## src/rtl/pe_mac_sequencer_if.sv

```systemverilog
// ---------------------------------------------------------------------------
// pe_mac_sequencer_if
// Bundles the handshake, configuration and datapath-control signals that
// run between the PE config/handshake logic, the pe_mac_sequencer and the
// spad + multiplier + adder datapath.
//
//   start        master->slave  begin a pass (taken only while idle)
//   cfg_s/q/p    master->slave  taps S, channels q, filters p
//   ifmap_valid  master->slave  ifmap spad holds the current window
//   stall        master->slave  freeze operand issue
//   filt_addr    slave->master  filter spad read address
//   ifmap_addr   slave->master  ifmap spad read address
//   mult_enable  slave->master  multiplier enable for the issued pair
//   acc_we       slave->master  accumulate product into psum spad
//   acc_addr     slave->master  psum entry to accumulate
//   acc_clear    slave->master  write the product alone (first term)
//   busy         slave->master  sequencer is not idle
//   done         slave->master  one-cycle end-of-pass pulse
//   cfg_err      slave->master  one-cycle pulse with done on a bad config
// ---------------------------------------------------------------------------
interface pe_mac_sequencer_if #(
    parameter int FILT_ADDR_W  = 8,
    parameter int IFMAP_ADDR_W = 4,
    parameter int PSUM_ADDR_W  = 5,
    parameter int CNT_W        = 5
) ();
    logic                    start;
    logic [CNT_W-1:0]        cfg_s;
    logic [CNT_W-1:0]        cfg_q;
    logic [CNT_W-1:0]        cfg_p;
    logic                    ifmap_valid;
    logic                    stall;
    logic [FILT_ADDR_W-1:0]  filt_addr;
    logic [IFMAP_ADDR_W-1:0] ifmap_addr;
    logic                    mult_enable;
    logic                    acc_we;
    logic [PSUM_ADDR_W-1:0]  acc_addr;
    logic                    acc_clear;
    logic                    busy;
    logic                    done;
    logic                    cfg_err;

    modport master (
        output start, cfg_s, cfg_q, cfg_p, ifmap_valid, stall,
        input  filt_addr, ifmap_addr, mult_enable, acc_we, acc_addr, acc_clear,
               busy, done, cfg_err
    );

    modport slave (
        input  start, cfg_s, cfg_q, cfg_p, ifmap_valid, stall,
        output filt_addr, ifmap_addr, mult_enable, acc_we, acc_addr, acc_clear,
               busy, done, cfg_err
    );
endinterface

```

## src/rtl/pe_mac_sequencer.sv

```systemverilog
// ---------------------------------------------------------------------------
// pe_mac_sequencer
// Per-PE controller that walks one sliding-window pass of S taps x q
// channels x p filters. Each RUN cycle it issues one filter/ifmap operand
// pair to the multiplier; one cycle later it issues the matching psum
// accumulate (the multiplier captures on negedge, so its product is stable
// at the posedge following mult_enable).
//
// Ports:
//   clk    clock, all state updates on posedge
//   reset  asynchronous active-high reset, clears all state
//   bus    pe_mac_sequencer_if.slave (start/cfg/ifmap_valid/stall in;
//          spad addresses, mult_enable, acc_* controls, busy/done/cfg_err out)
// ---------------------------------------------------------------------------
module pe_mac_sequencer #(
    parameter int FILT_ADDR_W  = 8,
    parameter int IFMAP_ADDR_W = 4,
    parameter int PSUM_ADDR_W  = 5,
    parameter int CNT_W        = 5
) (
    input  logic              clk,
    input  logic              reset,
    pe_mac_sequencer_if.slave bus
);
    localparam int unsigned FILT_DEPTH  = 1 << FILT_ADDR_W;
    localparam int unsigned IFMAP_DEPTH = 1 << IFMAP_ADDR_W;
    localparam int unsigned PSUM_DEPTH  = 1 << PSUM_ADDR_W;
    localparam int          PROD_W      = 3 * CNT_W;

    typedef enum logic [2:0] {
        IDLE,
        WAIT_IFMAP,
        RUN,
        FLUSH,
        DONE
    } state_t;

    state_t state, state_nx;

    // Configuration latched at start
    logic [CNT_W-1:0]        cfg_s_r, cfg_q_r, cfg_p_r;
    logic                    cfg_err_r;

    // Loop counters: f innermost, then c, then s
    logic [CNT_W-1:0]        f_cnt, c_cnt, s_cnt;
    logic [FILT_ADDR_W-1:0]  op_cnt;
    logic [IFMAP_ADDR_W-1:0] win_cnt;

    logic [2*CNT_W-1:0]      prod_sq;
    logic [PROD_W-1:0]       prod_sqp;
    logic                    cfg_legal;

    logic                    f_last, c_last, s_last, last_op;
    logic                    mult_en_p0;
    logic                    clear_p0;

    logic                    acc_we_p1;
    logic [PSUM_ADDR_W-1:0]  acc_addr_p1;
    logic                    acc_clear_p1;

    // Legality is judged on the live cfg inputs, since it is only used in
    // the IDLE cycle that latches them.
    always_comb begin
        prod_sq   = {{CNT_W{1'b0}}, bus.cfg_s} * {{CNT_W{1'b0}}, bus.cfg_q};
        prod_sqp  = {{CNT_W{1'b0}}, prod_sq} * {{(2*CNT_W){1'b0}}, bus.cfg_p};
        cfg_legal = (bus.cfg_s != '0) && (bus.cfg_q != '0) && (bus.cfg_p != '0)
                 && (32'(prod_sqp)  <= FILT_DEPTH)
                 && (32'(prod_sq)   <= IFMAP_DEPTH)
                 && (32'(bus.cfg_p) <= PSUM_DEPTH);
    end

    assign f_last   = (f_cnt == cfg_p_r - CNT_W'(1));
    assign c_last   = (c_cnt == cfg_q_r - CNT_W'(1));
    assign s_last   = (s_cnt == cfg_s_r - CNT_W'(1));
    assign last_op  = f_last && c_last && s_last;
    assign clear_p0 = (s_cnt == '0) && (c_cnt == '0);

    always_ff @(posedge clk or posedge reset) begin
        if (reset) begin
            state <= IDLE;
        end else begin
            state <= state_nx;
        end
    end

    always_comb begin
        state_nx   = state;
        mult_en_p0 = 1'b0;
        case (state)
            IDLE: begin
                if (bus.start) begin
                    state_nx = cfg_legal ? WAIT_IFMAP : DONE;
                end
            end
            WAIT_IFMAP: begin
                if (bus.ifmap_valid) begin
                    state_nx = RUN;
                end
            end
            RUN: begin
                if (!bus.stall) begin
                    mult_en_p0 = 1'b1;
                    if (last_op) begin
                        state_nx = FLUSH;
                    end
                end
            end
            FLUSH:   state_nx = DONE;
            DONE:    state_nx = IDLE;
            default: state_nx = IDLE;
        endcase
    end

    // Stage p0: operand issue. Counters advance only on an issued op and
    // all return to zero after the last one, so addresses read 0 outside RUN.
    always_ff @(posedge clk or posedge reset) begin
        if (reset) begin
            cfg_s_r   <= '0;
            cfg_q_r   <= '0;
            cfg_p_r   <= '0;
            cfg_err_r <= 1'b0;
            f_cnt     <= '0;
            c_cnt     <= '0;
            s_cnt     <= '0;
            op_cnt    <= '0;
            win_cnt   <= '0;
        end else begin
            if (state == IDLE && bus.start) begin
                cfg_s_r   <= bus.cfg_s;
                cfg_q_r   <= bus.cfg_q;
                cfg_p_r   <= bus.cfg_p;
                cfg_err_r <= !cfg_legal;
            end else if (state == DONE) begin
                cfg_err_r <= 1'b0;
            end

            if (mult_en_p0) begin
                if (last_op) begin
                    f_cnt   <= '0;
                    c_cnt   <= '0;
                    s_cnt   <= '0;
                    op_cnt  <= '0;
                    win_cnt <= '0;
                end else begin
                    op_cnt <= op_cnt + FILT_ADDR_W'(1);
                    if (f_last) begin
                        f_cnt   <= '0;
                        // window index s*q+c is linear, so a plain increment
                        // covers both the c step and the c-wrap/s step
                        win_cnt <= win_cnt + IFMAP_ADDR_W'(1);
                        if (c_last) begin
                            c_cnt <= '0;
                            s_cnt <= s_cnt + CNT_W'(1);
                        end else begin
                            c_cnt <= c_cnt + CNT_W'(1);
                        end
                    end else begin
                        f_cnt <= f_cnt + CNT_W'(1);
                    end
                end
            end
        end
    end

    // Stage p1: accumulate controls, one cycle behind issue
    always_ff @(posedge clk or posedge reset) begin
        if (reset) begin
            acc_we_p1    <= 1'b0;
            acc_addr_p1  <= '0;
            acc_clear_p1 <= 1'b0;
        end else begin
            acc_we_p1    <= mult_en_p0;
            acc_addr_p1  <= mult_en_p0 ? PSUM_ADDR_W'(f_cnt) : '0;
            acc_clear_p1 <= mult_en_p0 && clear_p0;
        end
    end

    assign bus.filt_addr   = op_cnt;
    assign bus.ifmap_addr  = win_cnt;
    assign bus.mult_enable = mult_en_p0;
    assign bus.acc_we      = acc_we_p1;
    assign bus.acc_addr    = acc_addr_p1;
    assign bus.acc_clear   = acc_clear_p1;
    assign bus.busy        = (state != IDLE);
    assign bus.done        = (state == DONE);
    assign bus.cfg_err     = (state == DONE) && cfg_err_r;

endmodule

```

## src/flat_wrapper.sv

```systemverilog
// flat-port wrapper written by rule: the top's interface ports become plain ports
module pe_mac_sequencer_flat 
#(
    parameter int FILT_ADDR_W  = 8,
    parameter int IFMAP_ADDR_W = 4,
    parameter int PSUM_ADDR_W  = 5,
    parameter int CNT_W        = 5
)
  (clk, reset, bus_start, bus_cfg_s, bus_cfg_q, bus_cfg_p, bus_ifmap_valid, bus_stall, bus_filt_addr, bus_ifmap_addr, bus_mult_enable, bus_acc_we, bus_acc_addr, bus_acc_clear, bus_busy, bus_done, bus_cfg_err);
  pe_mac_sequencer_if #(.FILT_ADDR_W(FILT_ADDR_W), .IFMAP_ADDR_W(IFMAP_ADDR_W), .PSUM_ADDR_W(PSUM_ADDR_W), .CNT_W(CNT_W)) bus_i ();
  input  logic clk;
  input  logic reset;
  input wire logic [$bits(bus_i.start)-1:0] bus_start;
  input wire logic [$bits(bus_i.cfg_s)-1:0] bus_cfg_s;
  input wire logic [$bits(bus_i.cfg_q)-1:0] bus_cfg_q;
  input wire logic [$bits(bus_i.cfg_p)-1:0] bus_cfg_p;
  input wire logic [$bits(bus_i.ifmap_valid)-1:0] bus_ifmap_valid;
  input wire logic [$bits(bus_i.stall)-1:0] bus_stall;
  output wire logic [$bits(bus_i.filt_addr)-1:0] bus_filt_addr;
  output wire logic [$bits(bus_i.ifmap_addr)-1:0] bus_ifmap_addr;
  output wire logic [$bits(bus_i.mult_enable)-1:0] bus_mult_enable;
  output wire logic [$bits(bus_i.acc_we)-1:0] bus_acc_we;
  output wire logic [$bits(bus_i.acc_addr)-1:0] bus_acc_addr;
  output wire logic [$bits(bus_i.acc_clear)-1:0] bus_acc_clear;
  output wire logic [$bits(bus_i.busy)-1:0] bus_busy;
  output wire logic [$bits(bus_i.done)-1:0] bus_done;
  output wire logic [$bits(bus_i.cfg_err)-1:0] bus_cfg_err;
  assign bus_i.start = bus_start;
  assign bus_i.cfg_s = bus_cfg_s;
  assign bus_i.cfg_q = bus_cfg_q;
  assign bus_i.cfg_p = bus_cfg_p;
  assign bus_i.ifmap_valid = bus_ifmap_valid;
  assign bus_i.stall = bus_stall;
  assign bus_filt_addr = bus_i.filt_addr;
  assign bus_ifmap_addr = bus_i.ifmap_addr;
  assign bus_mult_enable = bus_i.mult_enable;
  assign bus_acc_we = bus_i.acc_we;
  assign bus_acc_addr = bus_i.acc_addr;
  assign bus_acc_clear = bus_i.acc_clear;
  assign bus_busy = bus_i.busy;
  assign bus_done = bus_i.done;
  assign bus_cfg_err = bus_i.cfg_err;
  pe_mac_sequencer #(.FILT_ADDR_W(FILT_ADDR_W), .IFMAP_ADDR_W(IFMAP_ADDR_W), .PSUM_ADDR_W(PSUM_ADDR_W), .CNT_W(CNT_W)) u_core (.clk(clk), .reset(reset), .bus(bus_i));
endmodule
```

## config.mk

```make
export PLATFORM = sky130hd
export DESIGN_NAME = pe_mac_sequencer_flat
export DESIGN_NICKNAME = d
export VERILOG_FILES = /design/src/rtl/pe_mac_sequencer_if.sv /design/src/rtl/pe_mac_sequencer.sv /design/src/flat_wrapper.sv
export SDC_FILE = /design/constraint.sdc
export NUM_CORES = 1
export LEC_CHECK = 0
export ABC_AREA = 1
export ABC_CLOCK_PERIOD_IN_PS = 2600
export BUFFER_PORTS_ARGS = -buffer_cell sky130_fd_sc_hd__buf_4
export CORE_MARGIN = 4
export CORE_UTILIZATION = 62
export CTS_CLUSTER_DIAMETER = 50
export DETAILED_ROUTE_END_ITERATION = 12
export GPL_TIMING_DRIVEN = 0
export HOLD_SLACK_MARGIN = 0.03
export PLACE_DENSITY_LB_ADDON = 0.1
export SYNTH_ARGS = -nofsm -noshare
export SYNTH_HDL_FRONTEND = slang
export SYNTH_SLANG_ARGS = --single-unit
```

## constraint.sdc

```tcl
create_clock -name clk -period 2.6 [get_ports clk]
set_input_delay 0.52 -clock clk [delete_from_list [all_inputs] [get_ports clk]]
set_output_delay 0.52 -clock clk [all_outputs]
set_load 0.02 [all_outputs]
```

* Word level (Yosys, flattened, before mapping) *
Cells that the tools add are included.

word-level totals
  register bits = 53
  bits in latches = 0
  bits in writable memories = 0
  bits in read-only memories = 0
  input bits = 20
  output and inout port bits = 23
  logic and storage cells = 82
  memories = 0

cells by class
  $add $sub $neg = 8
  multiply operators = 2
  div/mod/pow operators = 0
  order comparisons = 2
  equality and inequality tests = 11
  shift-type cells = 0
  muxes and demuxes = 22
  bitwise operators = 0
  reduce and logical (&&, ||, !) cells = 24

operators with widths
  cell                   count
  $mux W5                9
  $add A5 B1 Y5 const B  3
  $eq A5 B5 Y1           3
  $le A15 B9 Y1 const B  1
  $mul A10 B5 Y15        1
  $mux W3                5
  $reduce_bool A5 Y1     3
  $sub A5 B1 Y5 const B  3
  $pmux W3 S4            1
  $le A10 B5 Y1 const B  1
  $logic_and A1 B1 Y1    10
  $logic_not A5 Y1       2
  $mul A5 B5 Y10         1
  $add A8 B1 Y8 const B  1
  $mux W4                2
  $mux W8                1
  $eq A3 B2 Y1 const B   2
  $ne A2 B2 Y1 const B   3
  $reduce_bool A2 Y1     3
  $add A4 B1 Y4 const B  1
  $mux W1                4
  $reduce_and A4 Y1      1
  $eq A3 B1 Y1 const B   1
  $eq A3 B3 Y1 const B   1
  6 further kinds        6

* Logic depth before layout (Yosys ltp) *
  depth in word-level cells = 8
  mapped depth = 37
  depth with buffers taken out = 36

* Worst setup path before layout *
Ideal clock, no wire load.

  kind = input -> register
  start = input bus_cfg_s[0]
  end = register u_core.cfg_err_r
  library setup time = 0.131 ns
  arrival = 6.365 ns
  required time = 2.469 ns
  setup slack = -3.896 ns
  stages = 30
  buffers on the path = 1
  path through = clkbuf_1 > nand2_1 > fa_1 > fa_1 > inv_1 > fa_1 > ha_1 > nand2_1 > inv_1 > o21ai_0 > nand3_1 > xnor2_1 > or2_2 > fa_1 > fa_1 > fa_1 > inv_1 > ha_1 > nand2_1 > inv_1 > a21oi_1 > nand2_1 > nand2_1 > nand2_1 > nand2_1 > nand3_1 > nor2_4 > nand3_1 > nand2_1 > o31ai_1

on the way
  longest elaborated chain between the ends = 7
  elaborated cells on any way between the ends = 11
  those cells by class = mul: 2; order compare: 2; mux: 1; reduce/logical: 6

RTL lines
  item                                                           RTL line                                        RTL
  start, declared                                                flat_wrapper.sv:14                              input wire logic [$bits(bus_i.cfg_s)-1:0] bus_cfg_s;
  $mul A5 B5 Y10 / $reduce_bool A5 Y1 (equally long branches)    pe_mac_sequencer.sv:64, pe_mac_sequencer.sv:66
  $mul A10 B5 Y15 / $logic_and A1 B1 Y1 (equally long branches)  pe_mac_sequencer.sv:65, pe_mac_sequencer.sv:66
  $le A15 B9 Y1 / $logic_and A1 B1 Y1 (equally long branches)    pe_mac_sequencer.sv:67, pe_mac_sequencer.sv:66
  $logic_and A1 B1 Y1                                            pe_mac_sequencer.sv:67                          && (32'(prod_sqp) <= FILT_DEPTH)
  $logic_and A1 B1 Y1 *                                          pe_mac_sequencer.sv:68                          && (32'(prod_sq) <= IFMAP_DEPTH)
  $logic_not A1 Y1 *                                             pe_mac_sequencer.sv:132                         cfg_err_r <= !cfg_legal;
  $mux W1 *                                                      pe_mac_sequencer.sv:128                         if (state == IDLE && bus.start) begin
  end signal, assigned                                           pe_mac_sequencer.sv:132
  end, declared                                                  pe_mac_sequencer.sv:42                          logic cfg_err_r;

Mark *: on every way between the ends. The rest lies on a longest branch, timed or not.
A chain may end at the register's enable or synchronous reset.

* Final worst setup path *
  start = input bus_cfg_q[4]
  end = register u_core.cfg_err_r

on the way
  longest elaborated chain between the ends = 7
  elaborated cells on any way between the ends = 11
  those cells by class = mul: 2; order compare: 2; mux: 1; reduce/logical: 6

RTL lines
  item                                                           RTL line                                        RTL
  start, declared                                                flat_wrapper.sv:15                              input wire logic [$bits(bus_i.cfg_q)-1:0] bus_cfg_q;
  $mul A5 B5 Y10 / $reduce_bool A5 Y1 (equally long branches)    pe_mac_sequencer.sv:64, pe_mac_sequencer.sv:66
  $mul A10 B5 Y15 / $logic_and A1 B1 Y1 (equally long branches)  pe_mac_sequencer.sv:65, pe_mac_sequencer.sv:66
  $le A15 B9 Y1 / $logic_and A1 B1 Y1 (equally long branches)    pe_mac_sequencer.sv:67, pe_mac_sequencer.sv:66
  $logic_and A1 B1 Y1                                            pe_mac_sequencer.sv:67
  $logic_and A1 B1 Y1 *                                          pe_mac_sequencer.sv:68
  $logic_not A1 Y1 *                                             pe_mac_sequencer.sv:132
  $mux W1 *                                                      pe_mac_sequencer.sv:128

Marked as above.

==> results.toml <==
[critical_path]
crit_type = "primary input to register"
reg2reg_from = "u_core.cfg_q_r[0]$_DFFE_PP0P_"
r2r_setup_slack_ps = 490
r2r_cells = 11
cpMaxStageDelayCell = "fa_1"
crit_path_start = "bus_cfg_q[4]"
cp.required_ps = 2780
crit_path_start_kind = "primary input"
cp.arrival_ps = 5990
worst_setup_path_end_kind = "register"
max_stage_delay_ps = 550
r2r-end = "u_core.bus.filt_addr[7]$_DFFE_PP0P_"
worstPathMaxFanout = 7

[synthesis]
yosys-top-cells-area = "dfrtp_1 24%, nand2_1 14%, fa_1 12%, ha_1 12%, inv_1 11%"
yosys.area_share.xor_xnor = 0.03365
avgSynthCellArea_um2 = 7.135
yosys.area_share.simple = 0.3123
synth_mux_area_frac = 0
synth_top_family_by_area = "simple AND/OR/NAND/NOR gates"
ys_ff_latch = 53
synthArstFlopShare = 1.000
synth_nets = 870
synthesis.area_mm2 = 0.005465
ys_types = 38
synth_top_area_frac = 0.2427
ys_warn_count = 0
synth_cells = 766
seq_area_frac_synth = 0.2427
synth_fa_ha_area_frac = 0.2376
synth-compound-area-share = 0.05197
yosysTopAreaCell = "dfrtp_1"
yosysMostFrequentCell = "nand2_1"
synth-main-ff-cell = "dfrtp_1"
ys_top_cells_by_count = "210 x nand2_1, 156 x inv_1, 75 x nor2_1, 53 x dfrtp_1, 51 x ha_1"
synth-edff-count = 0

[placed_design]
dp.cells = 909
io_buffer_count = 37
hpwl_um = 9550
place_worst_setup_slack_ps = -3704
gp_congestion = 0.9317

[outcome]
violations = "negative setup slack"
status = "finished with violations"

[routing]
firstDrtPassIters = 5
antenna_left = 0
viasPerCell = 5.211
num_vias = 4820
drt-initial-drc-count = 178
wl_um = 11620
drc_errors = 0
avgRoutedWirePerCell_um = 12.56

[global_routing]
grt_max_degree = 28
track_usage = 0.2399
gr-usage-met2 = 0.4482
grt_util_met1 = 0.3014
grt_pass1_wl_um = 20380
grt_pass1_vias = 4686
grt.met3_usage = 0.01911
grt_overflow = 0
antenna_found_initial = 0
grt-busiest-layer = "met2"

[run]
cap_violations = 0

[hold_path]
hold_path_class = "primary input to asynchronous set/reset pin"

[floorplan]
initial_utilization = 0.6520
die_w_um = 101.9
placementRows = 33
core_mm2 = 0.008382
pin_count = 43
dieArea_mm2 = 0.01038
die_y_um = 101.9

[power]
power.density_mw_per_mm2 = 1082
seq_power_share = 0.191
p_switching_mw = 3.468
ir_drop_uv = 721.2
p_leak_nw = 3.635
power_frac_clock = 0.066
p_int_mw = 3.365
p_comb_frac = 0.744
swShare = 0.5076

[clocking]
cts_root_buf = "clkbuf_8"
htreeDepth = 2
ctsHoldBuffers = 0
cts_tree = "done"
path_clk_slew_ps = 100
clk_latency_ps = 300
clock_sinks = 53
clockBufferDepth = 2
cts_buffers = 5

[layout]
n_antenna_cell = 0
final_layout_size_suffix_gt1_frac = 0.1634
area_growth_pct = 15.54
finalNonFillerCells = 925
layout.nets = 923

[timing]
finalClockSkew_ps = 10.97
setup_tns_ps = -9536
post-route-period-util = 2.234
period_needed_ps = 5808
fmax_ghz = 0.1722
setup_viol = 3
relSlewSlack = 0.6090
worst_pin_slew_ps = 585.6
slew_violations = 0
rsz0062_at_grt = "yes"
hold_violations = 0
fin_ws_ps = -3208
## worst max-delay path by stage
stage,to,slack [ps],cells past startpoint
after CTS,u_core.cfg_err_r$_DFFE_PP0P_,-3160,30
final,u_core.cfg_err_r$_DFFE_PP0P_,-3210,30
after global routing,u_core.cfg_err_r$_DFFE_PP0P_,-3460,30
after detailed placement,u_core.cfg_err_r$_DFFE_PP0P_,-3700,32
after global placement,u_core.cfg_err_r$_DFFE_PP0P_,-3670,32
after floorplan,u_core.cfg_err_r$_DFFE_PP0P_,-3180,30
## worst max-delay path, delay by kind of cell
family                     cells  cell delay [ps]
buffers and inverters          6              530
AOI/OAI and AO/OA              1               70
adders and majority gates      8             3320
xor gates and xnor gates       1              190
and+or+nand+nor               14             1340
## cell families after synthesis
logic type               Yosys count
buffers and inverters            172
adder cells (fa/ha/maj)           84
XOR/XNOR                          21
flip-flops                        53
AND/OR/NAND/NOR                  382
AO/OA/AOI/OAI                     54
## power by group through the flow
| stage | clock network (mW) | registers [mW] | logic (mW) |
|---|---|---|---|
| 2_1_floorplan | 0 | 1.33 | 3.49 |
| 3_3_place_gp | 0 | 1.30 | 4.27 |
| 3_5_place_dp | 0 | 1.32 | 4.43 |
| 4_1_cts | 0.458 | 1.30 | 4.91 |
| 5_1_grt | 0.492 | 1.34 | 5.76 |
| 6_report | 0.448 | 1.30 | 5.08 |
## final cells by class
type                            instances  area [um2]
Buffer                                 10       78.83
Tap cell                              105       131.4
Sequential cell                        53        1326
Timing Repair Buffer                   46       376.6
Clock buffer                            5       68.82
Multi-Input combinational cell        541        3707
Fill cell                             630        2067
Inverter                              162       608.1
Clock inverter                          3       17.52
## registers in the layout (all words and copies together) (netlist names)
register and count:
u_core.c_cnt 5, u_core.cfg_err_r 1, u_core.state 3, u_core.cfg_q_r 5, u_core.f_cnt 5, u_core.cfg_p_r 5, u_core.bus.filt_addr 8, u_core.bus.acc_we 1
u_core.s_cnt 5, u_core.cfg_s_r 5, u_core.bus.acc_clear 1, u_core.bus.ifmap_addr 4, u_core.bus.acc_addr 5
## stage by stage
stage / instance area, um2 / hold WS, ps / utilization / power [mW]
after floorplan: 5578 / 461.0 / - / 4.819
after global placement: 5987 / 480.0 / 0.7143 / 5.573
after detailed placement: 6007 / 488.3 / 0.7167 / 5.749
after CTS: 6267 / 291.8 / 0.7477 / 6.672
after global routing: 6315 / 310.8 / 0.7534 / 7.590
final: 6315 / 277.9 / 0.7534 / 6.833
## routing by layer
| metal | wire, um | vias to the layer above |
|---|---|---|
| met1 | 4926 | 2249 |
| met2 | 6072 | 93 |
| li1 | - | 2459 |
| met3 | 397 | 19 |
| met5 | 0 | - |
| met4 | 226 | 0 |
## timing repair
action / CTS / global route
setup buffers: 6 / 2
pin swaps: 16 / 11
endpoints found under the hold margin: 0 / 0
setup endpoints to repair: 3 / 3
gates resized for setup: 29 / 9
## layout by cell type (no fill, tap or decap), drive strengths merged
cell type / synthesis / layout
o31ai: 1 / 1
nand2: 211 / 211
nand4: 13 / 13
nand3: 47 / 47
xnor2: 9 / 9
inv: 162 / 162
nor2: 83 / 83
nand2b: 1 / 1
a21oi: 22 / 22
nand3b: 9 / 9
nor4: 1 / 1
nor3: 5 / 5
dfrtp: 53 / 53
buf: 6 / 52
clkbuf: 4 / 9
or2: 9 / 9
a21o: 3 / 3
ha: 51 / 51
fa: 33 / 33
a31oi: 1 / 1
and2: 1 / 1
xor2: 12 / 12
o211ai: 1 / 1
clkinv: 0 / 2
o21ai: 26 / 26
clkinvlp: 0 / 1
nor3b: 2 / 2
Note: power is estimated with default switching activity, not from simulation.
